$ cat config.mk
export PLATFORM = sky130hd
export DESIGN_NAME = popcnt_accum
export DESIGN_NICKNAME = d
export VERILOG_FILES = /design/src/rtl/popcnt_pkg.sv /design/src/rtl/popcnt_sat_add.sv /design/src/rtl/popcnt_accum.sv
export SDC_FILE = /design/constraint.sdc
export NUM_CORES = 1
export LEC_CHECK = 0
export CAP_MARGIN = 10
export CELL_PAD_IN_SITES_DETAIL_PLACEMENT = 0
export CELL_PAD_IN_SITES_GLOBAL_PLACEMENT = 1
export CORE_MARGIN = 1
export CORE_UTILIZATION = 37
export CTS_CLUSTER_DIAMETER = 100
export DETAILED_ROUTE_END_ITERATION = 7
export PLACE_DENSITY = 0.75
export SLEW_MARGIN = 20
export SYNTH_ARGS = -nofsm -noshare
export SYNTH_HDL_FRONTEND = slang
export SYNTH_SLANG_ARGS = --single-unit
$ cat constraint.sdc
create_clock -name clk -period 1.8 [get_ports clk]
set_clock_uncertainty 0.15 [all_clocks]
set_input_delay 0.36 -clock clk [delete_from_list [all_inputs] [get_ports clk]]
set_output_delay 0.36 -clock clk [all_outputs]
set_load 0.02 [all_outputs]
$ cat src/rtl/popcnt_pkg.sv
// Shared types and constants for the popcount group accumulator.
package popcnt_pkg;

    localparam int CNT_W = 4;
    localparam logic [CNT_W-1:0] MAX_CNT = 4'd10;

    typedef enum logic [1:0] {
        IDLE = 2'd0,
        ACC  = 2'd1,
        HOLD = 2'd2
    } state_t;

endpackage

$ cat src/rtl/popcnt_sat_add.sv
// Saturating adder: acc + zero-extended cnt, clamped at all-ones.
// Purely combinational; no latency, no flow control.
import popcnt_pkg::*;

module popcnt_sat_add #(
    parameter int ACC_W = 12
) (
    input  logic [ACC_W-1:0] acc,
    input  logic [CNT_W-1:0] cnt,
    output logic [ACC_W-1:0] sum,
    output logic             sat
);

    logic [ACC_W:0] wide;

    // One carry bit is enough: cnt never exceeds 15 and ACC_W is at least 5.
    assign wide = {1'b0, acc} + {{(ACC_W + 1 - CNT_W){1'b0}}, cnt};
    assign sat  = wide[ACC_W];
    assign sum  = sat ? {ACC_W{1'b1}} : wide[ACC_W-1:0];

endmodule

$ cat src/rtl/popcnt_accum.sv
// Accumulates per-beat popcounts into a group total with sticky saturation.
// Result valid 1 cycle after the in_last transfer; in_ready low while a result is held.
// Optional POPCNT_THRESH_EN adds a threshold compare (thresh / out_act).
import popcnt_pkg::*;

module popcnt_accum #(
    parameter int ACC_W  = 12,
    parameter int BEAT_W = 8
) (
    input  logic              clk,
    input  logic              rst,
    input  logic              in_valid,
    output logic              in_ready,
    input  logic [CNT_W-1:0]  in_cnt,
    input  logic              in_last,
    output logic              out_valid,
    input  logic              out_ready,
    output logic [ACC_W-1:0]  out_sum,
    output logic [BEAT_W-1:0] out_beats,
    output logic              out_sat
`ifdef POPCNT_THRESH_EN
    ,
    input  logic [ACC_W-1:0]  thresh,
    output logic              out_act
`endif
);

    state_t            state_q, state_d;
    logic [ACC_W-1:0]  acc_q, acc_d;
    logic [ACC_W-1:0]  sum_q, sum_d;
    logic [ACC_W-1:0]  add_sum;
    logic [BEAT_W-1:0] beats_q, beats_d;
    logic [BEAT_W-1:0] obeats_q, obeats_d;
    logic [BEAT_W-1:0] beats_inc;
    logic              sticky_q, sticky_d;
    logic              osat_q, osat_d;
    logic              rdy_en_q;
    logic              add_sat;
    logic              illegal;
    logic              beat_ovf;
    logic              flag;
    logic              in_xfer;
    logic              out_xfer;
`ifdef POPCNT_THRESH_EN
    logic              act_q, act_d;
`endif

    popcnt_sat_add #(.ACC_W(ACC_W)) u_add (
        .acc (acc_q),
        .cnt (in_cnt),
        .sum (add_sum),
        .sat (add_sat)
    );

    assign illegal   = in_cnt > MAX_CNT;
    assign beat_ovf  = &beats_q;
    assign beats_inc = beat_ovf ? beats_q : beats_q + BEAT_W'(1);
    assign flag      = sticky_q | add_sat | illegal | beat_ovf;

    // rdy_en_q keeps in_ready low through reset and rises on the first edge after it.
    assign in_ready  = rdy_en_q && (state_q != HOLD);
    assign out_valid = (state_q == HOLD);
    assign in_xfer   = in_valid & in_ready;
    assign out_xfer  = out_valid & out_ready;

    assign out_sum   = sum_q;
    assign out_beats = obeats_q;
    assign out_sat   = osat_q;
`ifdef POPCNT_THRESH_EN
    assign out_act   = act_q;
`endif

    always_comb begin
        state_d  = state_q;
        acc_d    = acc_q;
        beats_d  = beats_q;
        sticky_d = sticky_q;
        sum_d    = sum_q;
        obeats_d = obeats_q;
        osat_d   = osat_q;
`ifdef POPCNT_THRESH_EN
        act_d    = act_q;
`endif
        case (state_q)
            IDLE, ACC: begin
                if (in_xfer) begin
                    if (in_last) begin
                        sum_d    = add_sum;
                        obeats_d = beats_inc;
                        osat_d   = flag;
`ifdef POPCNT_THRESH_EN
                        act_d    = add_sum >= thresh;
`endif
                        state_d  = HOLD;
                    end else begin
                        acc_d    = add_sum;
                        beats_d  = beats_inc;
                        sticky_d = flag;
                        state_d  = ACC;
                    end
                end
            end
            HOLD: begin
                if (out_xfer) begin
                    acc_d    = '0;
                    beats_d  = '0;
                    sticky_d = 1'b0;
                    state_d  = IDLE;
                end
            end
            default: state_d = IDLE;
        endcase
    end

    always_ff @(posedge clk or posedge rst) begin
        if (rst) begin
            state_q  <= IDLE;
            acc_q    <= '0;
            beats_q  <= '0;
            sticky_q <= 1'b0;
            sum_q    <= '0;
            obeats_q <= '0;
            osat_q   <= 1'b0;
            rdy_en_q <= 1'b0;
`ifdef POPCNT_THRESH_EN
            act_q    <= 1'b0;
`endif
        end else begin
            state_q  <= state_d;
            acc_q    <= acc_d;
            beats_q  <= beats_d;
            sticky_q <= sticky_d;
            sum_q    <= sum_d;
            obeats_q <= obeats_d;
            osat_q   <= osat_d;
            rdy_en_q <= 1'b1;
`ifdef POPCNT_THRESH_EN
            act_q    <= act_d;
`endif
        end
    end

endmodule

==> key figures <==
Critical path
  • CP Class: reg -> reg
  • Critical Path RT: between 1.5 and 2 ns
  • Slowest-stage cell, CP: dfrtp_1
  • WP data arrival: around 2 ns
  • Critical path's top delay family: compound AO/OA/AOI/OAI gates
  • CP Launch Type: flop
  • Worst Setup End Kind: flop
  • Critical path peak fanout: 5
  • Crit-path cells: ha_4 -> a211o_1 -> a21oi_4 -> nand2b_4 -> a21oi_2 -> o221a_2
  • Number of buffers and inverters on the critical path: 0
  • Slowest stage delay, CP: roughly 0.42 ns

GRT
  • Initial antenna violation count: 0
  • First-pass GRT wire length: 10.1 mm
  • Grt total ovfl: 0
  • Number of global-route vias before repair: about 2200
  • Pin count of the biggest net entering global routing: 46
  • GRT Total Usage: 20.2%

Timing
  • Unrepaired setup endpoints after global routing: yes
  • PnR worst setup slack: -0.114 ns
  • Fin. Hold Viols: 0
  • Total negative slack: -1.81 ns
  • Final max-slew violation count: 0
  • Final worst path period need: 1.91 ns
  • Final setup vio count: 24
  • Fmax achieved: 522 MHz
  • Final worst-path cycle share: 106%

Routing
  • Routed vias: 2185
  • Via-to-Cell Ratio: about 5.2
  • 1st-iter DRT viols: 182
  • DRC Markers: 0
  • Routed WL: slightly above 6 mm
  • Final ANT Viol Nets: 0
  • Avg WL per Cell: 14.6 um
  • Detailed Routing Iterations Pass 1: 4

Clock network
  • Hold bufs inserted after CTS: 0
  • Root buffer cell: clkbuf_8
  • TritonCTS clock tree: yes
  • Clock latency on the worst-skew pair: 0.30 ns
  • Clock buffer depth: 2
  • Total CTS buffers: 5
  • CTS sink cnt: 45
  • H-Tree Depth: 2
  • Clock-pin slew on the worst setup and hold paths: 0.09 ns

Die
  • Placeable Area: 5990 um2
  • Die Y: 81.3 um
  • I/O pin cnt: 32
  • Full die area: 6610 um2
  • Row cnt: 28
  • Die W: 81.3 um
  • Starting Density: 38.8%

Yosys
  • Synthesized netlist net count: 265
  • Synth Flop Type: dfrtp_1
  • Sequential area share after synthesis: 48.4%
  • EDFF count, synth: 0
  • Avg Cell Area, Syn: 9.31 um2
  • Top cell type's share of synthesized area: 48.4%
  • #FFs+latches synth: 45
  • Asr flop ratio synth: 100%
  • Cell Area, Synth: 2330 um2
  • Synth unique cells: 45
  • Leading area contributor after synthesis: dfrtp_1
  • Top post-synthesis cells by count: dfrtp_1, nand2_1, o21ai_0, nor2_1, a21oi_1
  • Mapped Cells: between 200 and 300
  • Synth warn: 0
  • Most frequent cell after synthesis: dfrtp_1
  • Main area contributors after synthesis: dfrtp_1, o21ai_0, nand2_1, a21oi_1, nor2_1

Placed design
  • Post-Place Cell Area: 3140 um2
  • PortBufs: 31
  • HPWL Detailed: between 4 and 5 mm
  • Total placed cells including tap cells: 398
  • Final GP Congestion: 0.836

Min path
  • Worst Hold Class: in -> async

Power and ir drop
  • Tot Pwr: 4.03 mW
  • VDD IR-drop max: ~0.55 mV
  • Lkg Pwr: 1.85 nW
  • Pwr Density: 1110 nW/um2

Status
  • Violated checks: negative setup slack
  • Status: complete, but fails checks

Final layout
  • Fraction of layout cells with a size suffix above 1: 35.6%
  • Fillcell total: 510
  • Ant. Diodes: 0
  • Final core occ: around three fifths
  • Post-layout nets: 357
  • Layout Cell Area excl Fill: between 3000 and 4000 um2
  • Final Non-Filler Cells: 418
  • Area grow syn2layout: 56.4%

Job
  • Max Cap Viol: 0
[registers in the layout (all words and copies together) (netlist names)]
register	flops
state_q	2
out_sum	12
sticky_q	1
rdy_en_q	1
out_beats	8
beats_q	8
acc_q	12
out_sat	1
[what timing repair did]
action | CTS | global route
pin swaps | 22 | 11
cloned | 1 | 0
setup buffers | 5 | 6
gates resized for setup | 57 | 37
setup endpoints to repair | 32 | 46
[kinds of logic after synthesis]
kind of cell	share of synthesized area, %
compound gates	21.2
mux	1.77
simple gates	19.3
other cells	0.161
fa+ha+maj	3.55
flops	48.4
xor+xnor	2.26
buf+inv	3.39
[through the flow]
| stage | setup WS [ns] | hold WS (ns) |
|---|---|---|
| 2_1_floorplan | -0.110 | 0.301 |
| 6_report | -0.114 | 0.253 |
| 5_1_grt | -0.186 | 0.289 |
| 4_1_cts | -0.153 | 0.266 |
| 3_5_place_dp | -0.677 | 0.320 |
| 3_3_place_gp | -0.647 | 0.311 |
[placed cells by master (no fill, tap or decap), types with 4 or more instances in the layout]
cell type | netlist | final
buf_4 | 0 | 55
dfrtp_1 | 45 | 45
nand2_1 | 32 | 31
dlymetal6s2s_1 | 0 | 17
a21oi_1 | 19 | 16
nor2_1 | 21 | 13
o21ai_1 | 2 | 13
o21ai_0 | 26 | 12
nand3_1 | 11 | 9
dlygate4sd2_1 | 0 | 7
nor2_4 | 0 | 6
buf_6 | 2 | 6
and3_1 | 6 | 5
clkbuf_8 | 0 | 5
clkdlybuf4s50_1 | 0 | 5
nor3_1 | 6 | 4
a311oi_1 | 4 | 4
xnor2_1 | 4 | 4
[final cells by class]
cell class / instances / area (um2) / area share [%]
flip-flops and latches: 45 / 1130 / 30.9
multi-input cells: 190 / 1380 / 37.8
clock inverters: 3 / 65.1 / 1.79
clock buffers: 5 / 68.8 / 1.89
well taps: 75 / 93.8 / 2.58
inverters: 3 / 11.3 / 0.309
repair buffers: 97 / 900 / 24.7
[tightest hold or removal path: stages]
cell	delay, ns
clkdlybuf4s50_1	0.41
inv_2	0.07
buf_12	0.24
[final timing paths]
| path | startpoint | to | slack, ns | depth (start not counted) |
|---|---|---|---|---|
| min in group clk | out_beats[1] | out_beats[1] | 0.34 | 2 |
| hold / removal | rst | out_beats[2] | 0.25 | 3 |
| setup / recovery | acc_q[1] | acc_q[5] | -0.11 | 6 |
| setup reg to reg | acc_q[1] | acc_q[5] | -0.11 | 6 |
| max in group asynchronous | rst | acc_q[4] | 1.04 | 3 |
| hold reg to reg | out_beats[1] | out_beats[1] | 0.34 | 2 |
[power breakdown]
group	switching (mW)	internal, mW	leakage, nW
combinational	0.881	0.877	1.20
sequential	0.131	1.23	0.590
clock	0.366	0.552	0.0681
total	1.38	2.66	1.85
[per-layer routing]
layer	track usage, %	vias to the layer above	part of all wire (%)
li1	-	1089	-
met5	0	-	0
met2	35.2	26	50
met4	5.71	0	1.2
met3	3.03	8	1.9
met1	25.8	1062	47
No activity file was read; power rests on OpenSTA's default activity.
